==> src/rtl/gates.sv <==
// Registered bitwise AND/OR/XOR/NAND/NOR of a and b, one clk of latency, a new pair every cycle.
// Reset clears outputs at once; its release is re-timed to the falling clk edge so the next rising edge already computes.
module gates #(
  parameter int WIDTH = 1
) (
  input  logic             clk,
  input  logic             rst_n,
  input  logic [WIDTH-1:0] a,
  input  logic [WIDTH-1:0] b,
  output logic [WIDTH-1:0] y1,
  output logic [WIDTH-1:0] y2,
  output logic [WIDTH-1:0] y3,
  output logic [WIDTH-1:0] y4,
  output logic [WIDTH-1:0] y5
);

  logic             rst_sync_d, rst_sync_q;
  logic [WIDTH-1:0] y1_d, y2_d, y3_d, y4_d, y5_d;
  logic [WIDTH-1:0] y1_q, y2_q, y3_q, y4_q, y5_q;

  always_comb begin
    rst_sync_d = 1'b1;
  end

  // Falling-edge capture gives release half a period to settle before the first rising edge.
  always_ff @(negedge clk or negedge rst_n) begin
    if (!rst_n) begin
      rst_sync_q <= 1'b0;
    end else begin
      rst_sync_q <= rst_sync_d;
    end
  end

  always_comb begin
    y1_d = a & b;
    y2_d = a | b;
    y3_d = a ^ b;
    y4_d = ~(a & b);
    y5_d = ~(a | b);
  end

  always_ff @(posedge clk or negedge rst_sync_q) begin
    if (!rst_sync_q) begin
      y1_q <= '0;
      y2_q <= '0;
      y3_q <= '0;
      y4_q <= '0;
      y5_q <= '0;
    end else begin
      y1_q <= y1_d;
      y2_q <= y2_d;
      y3_q <= y3_d;
      y4_q <= y4_d;
      y5_q <= y5_d;
    end
  end

  assign y1 = y1_q;
  assign y2 = y2_q;
  assign y3 = y3_q;
  assign y4 = y4_q;
  assign y5 = y5_q;

endmodule

==> config.mk <==
export PLATFORM = sky130hd
export DESIGN_NAME = gates
export DESIGN_NICKNAME = d
export VERILOG_FILES = /design/src/rtl/gates.sv
export SDC_FILE = /design/constraint.sdc
export NUM_CORES = 1
export LEC_CHECK = 0
export ABC_AREA = 0
export CAP_MARGIN = 0
export CORE_AREA = 2 2 39 41
export DETAILED_ROUTE_END_ITERATION = 10
export DIE_AREA = 0 0 41 43
export PLACE_DENSITY_LB_ADDON = 0.3
export SYNTH_ARGS = -nofsm -noshare
export SYNTH_HDL_FRONTEND = slang
export SYNTH_SLANG_ARGS = --single-unit
==> constraint.sdc <==
create_clock -name clk -period 0.8 [get_ports clk]
set_clock_uncertainty 0.15 [all_clocks]
set_input_delay 0.24 -clock clk [delete_from_list [all_inputs] [get_ports clk]]
set_output_delay 0.24 -clock clk [all_outputs]
set_load 0.02 [all_outputs]
==> results of run 1 <==
layer usage:
layer | routed length, µm | vias to the layer above | global-route usage [%]
met5 | 0 | - | 0
met4 | 0 | 0 | 4.00
met3 | 56 | 0 | 1.57
met2 | 145 | 9 | 5.94
met1 | 113 | 58 | 3.92
li1 | - | 68 | -
where the power goes:
group / leakage [nW] / total (mW) / internal [mW] / switching [mW]
clock network: 0.0150 / 0.291 / 0.188 / 0.102
logic: 0.101 / 0.0916 / 0.0500 / 0.0416
registers: 0.0696 / 0.334 / 0.323 / 0.0112
state kept, by name, indices dropped and copies added, names as in the netlist:
name        flops
y4              1
rst_sync_q      1
y3              1
y2              1
y5              1
y1              1
cells in the final DEF (no fill, tap or decap):
cell	synthesis	final
buf_6	0	5
dfrtp_1	5	5
ha_1	4	4
clkbuf_4	0	3
inv_1	4	2
inv_2	0	2
buf_4	0	2
clkbuf_1	0	1
clkbuf_2	0	1
clkdlybuf4s15_1	0	1
clkdlybuf4s50_1	0	1
dfrtn_1	1	1
conb_1	1	1
area by class of cell:
type,count,area share (%)
well taps,16,5.54
repair buffers,10,26.6
multi-input cells,5,14.9
clock buffers,4,7.27
flip-flops and latches,6,41.5
inverters,4,4.15
repair_timing:
action                                  4_1_cts  5_1_grt
hold endpoints to repair                      0        0
resized for setup                            35        1
setup buffers                                 0        0
endpoints found under the setup margin       15       13
gates cloned                                  0        0
cell usage after synthesis (all sizes together):
cell   n  share of area [%]
conb   1                1.7
inv    4                6.9
dfrtp  5                 57
dfrtn  1                 11
ha     4                 23
per-stage QoR:
step	instance area [µm²]	utilization, %	power (mW)	std cells	hold WS [ns]
2_1_floorplan	219	-	0.367	15	0.0858
3_3_place_gp	334	24.1	0.426	41	0.387
3_5_place_dp	334	24.1	0.428	41	0.387
4_1_cts	367	26.5	0.736	45	0.263
5_1_grt	362	26.1	0.776	45	0.165
6_report	362	26.1	0.717	45	0.159
worst min-delay path, stage by stage:
cell and delay [ns]:
clkbuf_2 0.10, inv_2 0.05, ha_1 0.12
worst paths after layout:
kind                             from    endpoint  slack [ns]  cells after the start
max in group asynchronous  rst_sync_q          y4       -0.07                      0
setup reg to reg           rst_sync_q          y4       -0.07                      0
setup / recovery                   y2          y2       -0.33                      1
min in group asynchronous       rst_n  rst_sync_q        0.27                      1
hold / removal                      a          y3        0.16                      3
hold reg to reg            rst_sync_q          y1        0.40                      0
logic make-up (layout without fill, tap and decap cells):
| group | after synthesis | in the layout | share of synthesized area, % |
|---|---|---|---|
| other cells | 1 | 1 | 1.71 |
| buf+inv | 4 | 18 | 6.86 |
| fa+ha+maj | 4 | 4 | 22.9 |
| flops | 6 | 6 | 68.6 |
==> summary.txt, run 1 <==
Status -> finished, violations left
Failing checks -> setup timing
Crit share post-route -> 141%
Critical path fanouts, max -> 1
Initial core utilization -> 15.8%
DIE AREA -> 1760 µm²
Fmax -> 885 MHz
Ys Warns -> 0
Final estimated routing congestion in global placement -> 0.526
WP data required -> 0.41 ns
Horiz. Die Dim -> 41 µm
Final Hold Viols -> 0
CTS tree -> yes
Wire length of the first global-routing pass -> 462 µm
Fin. max-slew vios -> 0
CTS sink count -> 6
Final worst slack -> -0.329 ns
Largest net degree at the start of global routing -> 6
Clk_lat worst skew -> 0.25 ns
Place WS -> -0.545 ns
# hold bufs at CTS -> 0
Via density per instance -> 3.00
WL per Instance -> 7.00 µm
First-pass DRT Iterations -> 2
WS Path Type -> reg -> out
Startpoint Class -> flip-flop
Fraction of layout cells with a size suffix above 1 -> 44.8%
Post-route DRC -> 0
Final #Nets -> 38
I/O pins -> 9
Reg clk slew, reported paths -> 0.05 ns
Mapped Cells -> 15
H-tree Lvls -> 1
Clock buffer count from CTS -> 3
Worst path cell trace -> buf_6
Delay of the slowest critical-path stage -> 0.37 ns
Final setup fails -> 10
Antenna-violating nets left -> 0
Port bufs -> 8
ANT cells -> 0
Initial antenna violation count -> 0
#FFs+latches synth -> 6
Reg area -> 150 µm²
Worst path arrival time -> 0.74 ns
Leakage -> 0.186 nW
Register area share after synthesis -> 68.6%
TNS Setup -> -1.96 ns
Max cap viols -> 0
Total core area -> 1380 µm²
CTS Buffer Depth -> 2
Cell variety after synth -> 5
Peak supply drop -> 0.348 mV
First DRT Iteration DRCs -> 1
RSZ-0062 raised after global routing -> yes
Post-synthesis cell area -> 219 µm²
DR vias -> 135
CP max stage cell -> dfrtp_1
Crit path buf inv count -> 1
Core Rows -> 14
Vias in the first global route -> 138
Critical path's top delay family -> flip-flops
CP Capture Type -> output pin
Area occupied by multi-input gates -> 53.8 µm²
All-layer global routing usage -> 4.04%
Layout filler cell count -> 150
Post-Syn Area per Cell -> 14.6 µm²
Area grow syn2layout -> 65.1%
Drt total wl -> 315 µm
Clk root buf -> clkbuf_4
Grt total ovfl -> 0
Die Ht -> 43 µm
Tmin final -> 1.13 ns
Syn_nets -> 23
P per Cell Area -> 1980 nW/µm²
HP Class -> in -> reg
(Power assumes the default switching activity.)
==> run 2, diff against run 1 <==
- CAP_MARGIN: 0 -> 20
- GPL_TIMING_DRIVEN: unset -> 0
==> summary.txt, run 2 (same netlist as run 1, synthesis figures left out) <==
Fmax -> 886 MHz (+0.11%)
First-pass DRT Iterations -> 1 (-1)
P per Cell Area -> 1960 nW/µm² (-1.2%)
DR vias -> 122 (-9.6%)
Wire length of the first global-routing pass -> 627 µm (+36%)
CTS Buffer Depth -> 2 (unchanged)
Leading cell types in the layout, fill and taps excluded -> buf_6 (5), dfrtp_1 (5), inv_1 (3), ha_1 (3), clkbuf_4 (3)
Final Hold Viols -> 0 (unchanged)
Core Rows -> 14 (unchanged)
Clock buffer count from CTS -> 3 (unchanged)
Peak supply drop -> 0.351 mV (+0.87%)
Drt total wl -> 331 µm (+5.1%)
Worst path arrival time -> 0.74 ns (about the same)
Delay of the slowest critical-path stage -> 0.37 ns (about the same)
Final worst slack -> -0.328 ns (+0.00122 ns)
Final Power -> 718 µW (+0.14%)
Status -> finished, violations left
Initial antenna violation count -> 0 (unchanged)
CTS sink count -> 6 (unchanged)
Grt total ovfl -> 0 (unchanged)
Critical path's top delay family -> flip-flops
Initial core utilization -> 15.8% (unchanged)
Worst path cell trace -> buf_6
Fin. max-slew vios -> 0 (unchanged)
Tmin final -> 1.13 ns (-0.00122 ns)
DIE AREA -> 1760 µm² (unchanged)
Hold path cells -> 2 (-1)
H-tree Lvls -> 1 (unchanged)
Final hold slack -> 0.221 ns (+0.0615 ns)
Clk_lat worst skew -> 0.25 ns (about the same)
# hold bufs at CTS -> 0 (unchanged)
HP Class -> in -> reg
Crit path buf inv count -> 1 (unchanged)
All-layer global routing usage -> 6.05% (+2.0 points)
First DRT Iteration DRCs -> 0 (-1)
Clk root buf -> clkbuf_4
Port bufs -> 8 (unchanged)
R2R depth -> 0 (unchanged)
WP data required -> 0.41 ns (about the same)
Post-Place Cells -> 39 (-4.9%)
RSZ-0062 raised after global routing -> yes
Hold worst-path end -> y1
Vias in the first global route -> 146 (+5.8%)
CTS tree -> yes
Reg clk slew, reported paths -> 0.05 ns (about the same)
Crit share post-route -> 141% (-0.15 points)
Final setup fails -> 10 (unchanged)
Place WS -> -0.586 ns (-0.0409 ns)
Area grow syn2layout -> 67.4%
Total core area -> 1380 µm² (unchanged)
Final estimated routing congestion in global placement -> 0.527 (about the same)
Hold path start -> a
Failing checks -> setup timing
Post-route DRC -> 0 (unchanged)
Via density per instance -> 2.84 (-5.4%)
CP Capture Type -> output pin
WL per Instance -> 7.70 µm (+10%)
WS Path Type -> reg -> out
Die Ht -> 43 µm (unchanged)
Non-filler cells in the finished layout -> 43 (-4.4%)
Leakage -> 0.178 nW (-4.1%)
Max cap viols -> 0 (unchanged)
I/O pins -> 9 (unchanged)
Reg-to-Reg Start -> rst_sync_q
Fraction of layout cells with a size suffix above 1 -> 44.4% (-0.38 points)
Final core area utilization -> 26.5% (+0.36 points)
Horiz. Die Dim -> 41 µm (unchanged)
Reg-to-Reg End -> y4
CP max stage cell -> dfrtp_1
Worst reg2reg setup slack -> -0.07 ns (about the same)
Startpoint Class -> flip-flop
Final #Nets -> 36 (-5.3%)
Antenna-violating nets left -> 0 (unchanged)
Largest net degree at the start of global routing -> 6 (unchanged)
ANT cells -> 0 (unchanged)
# Post-CTS Setup Buffers -> 0 (unchanged)
Critical path fanouts, max -> 1 (unchanged)
## run 2: cell types whose count changed in the layout (fill, tap and decap cells not counted), sizes merged
cell / delta
buf: -2
clkdlybuf4s15: +1
clkbuf: -1
## run 2: what timing repair did
item | CTS | global route
setup endpoints to repair | 15 | 10
resized for setup | 37 | 0
pin swaps | 0 | 0
## run 2: report_power, final
part / internal [mW] / total [mW] / leakage, nW / switching (mW)
combinational: 0.0499 / 0.0932 / 0.0933 / 0.0433
clock: 0.188 / 0.290 / 0.0150 / 0.102
sequential: 0.323 / 0.334 / 0.0696 / 0.0111
total: 0.562 / 0.718 / 0.178 / 0.156
## run 2: how the worst max path moves through the flow
stage          end  slack, ns        from  depth (start not counted)
2_1_floorplan   y1      -0.03  rst_sync_q                          0
3_3_place_gp    y3      -0.57           b                          3
3_5_place_dp    y3      -0.59           b                          3
4_1_cts         y3      -0.34          y3                          1
5_1_grt         y3      -0.37          y3                          1
6_report        y3      -0.33          y3                          1
## run 2: routing by layer
metal	up-vias	global-route usage, %	share of wire (%)
met5	-	0	0
met4	0	8.00	0
met3	0	2.62	18
met2	9	8.13	51
met1	50	5.54	31
li1	63	-	-
## run 2: area by class of cell
type	count	area (µm²)
flip-flops and latches	6	150
repair buffers	8	88.8
clock buffers	4	26.3
multi-input cells	5	66.3
inverters	4	15.0
well taps	16	20.0
fillers	145	1020
## run 2: per-stage QoR
stage	setup TNS (ns)	instance area, µm²
2_1_floorplan	-0.169	219
3_3_place_gp	-5.14	319
3_5_place_dp	-5.25	319
4_1_cts	-2.08	367
5_1_grt	-2.36	367
6_report	-1.94	367
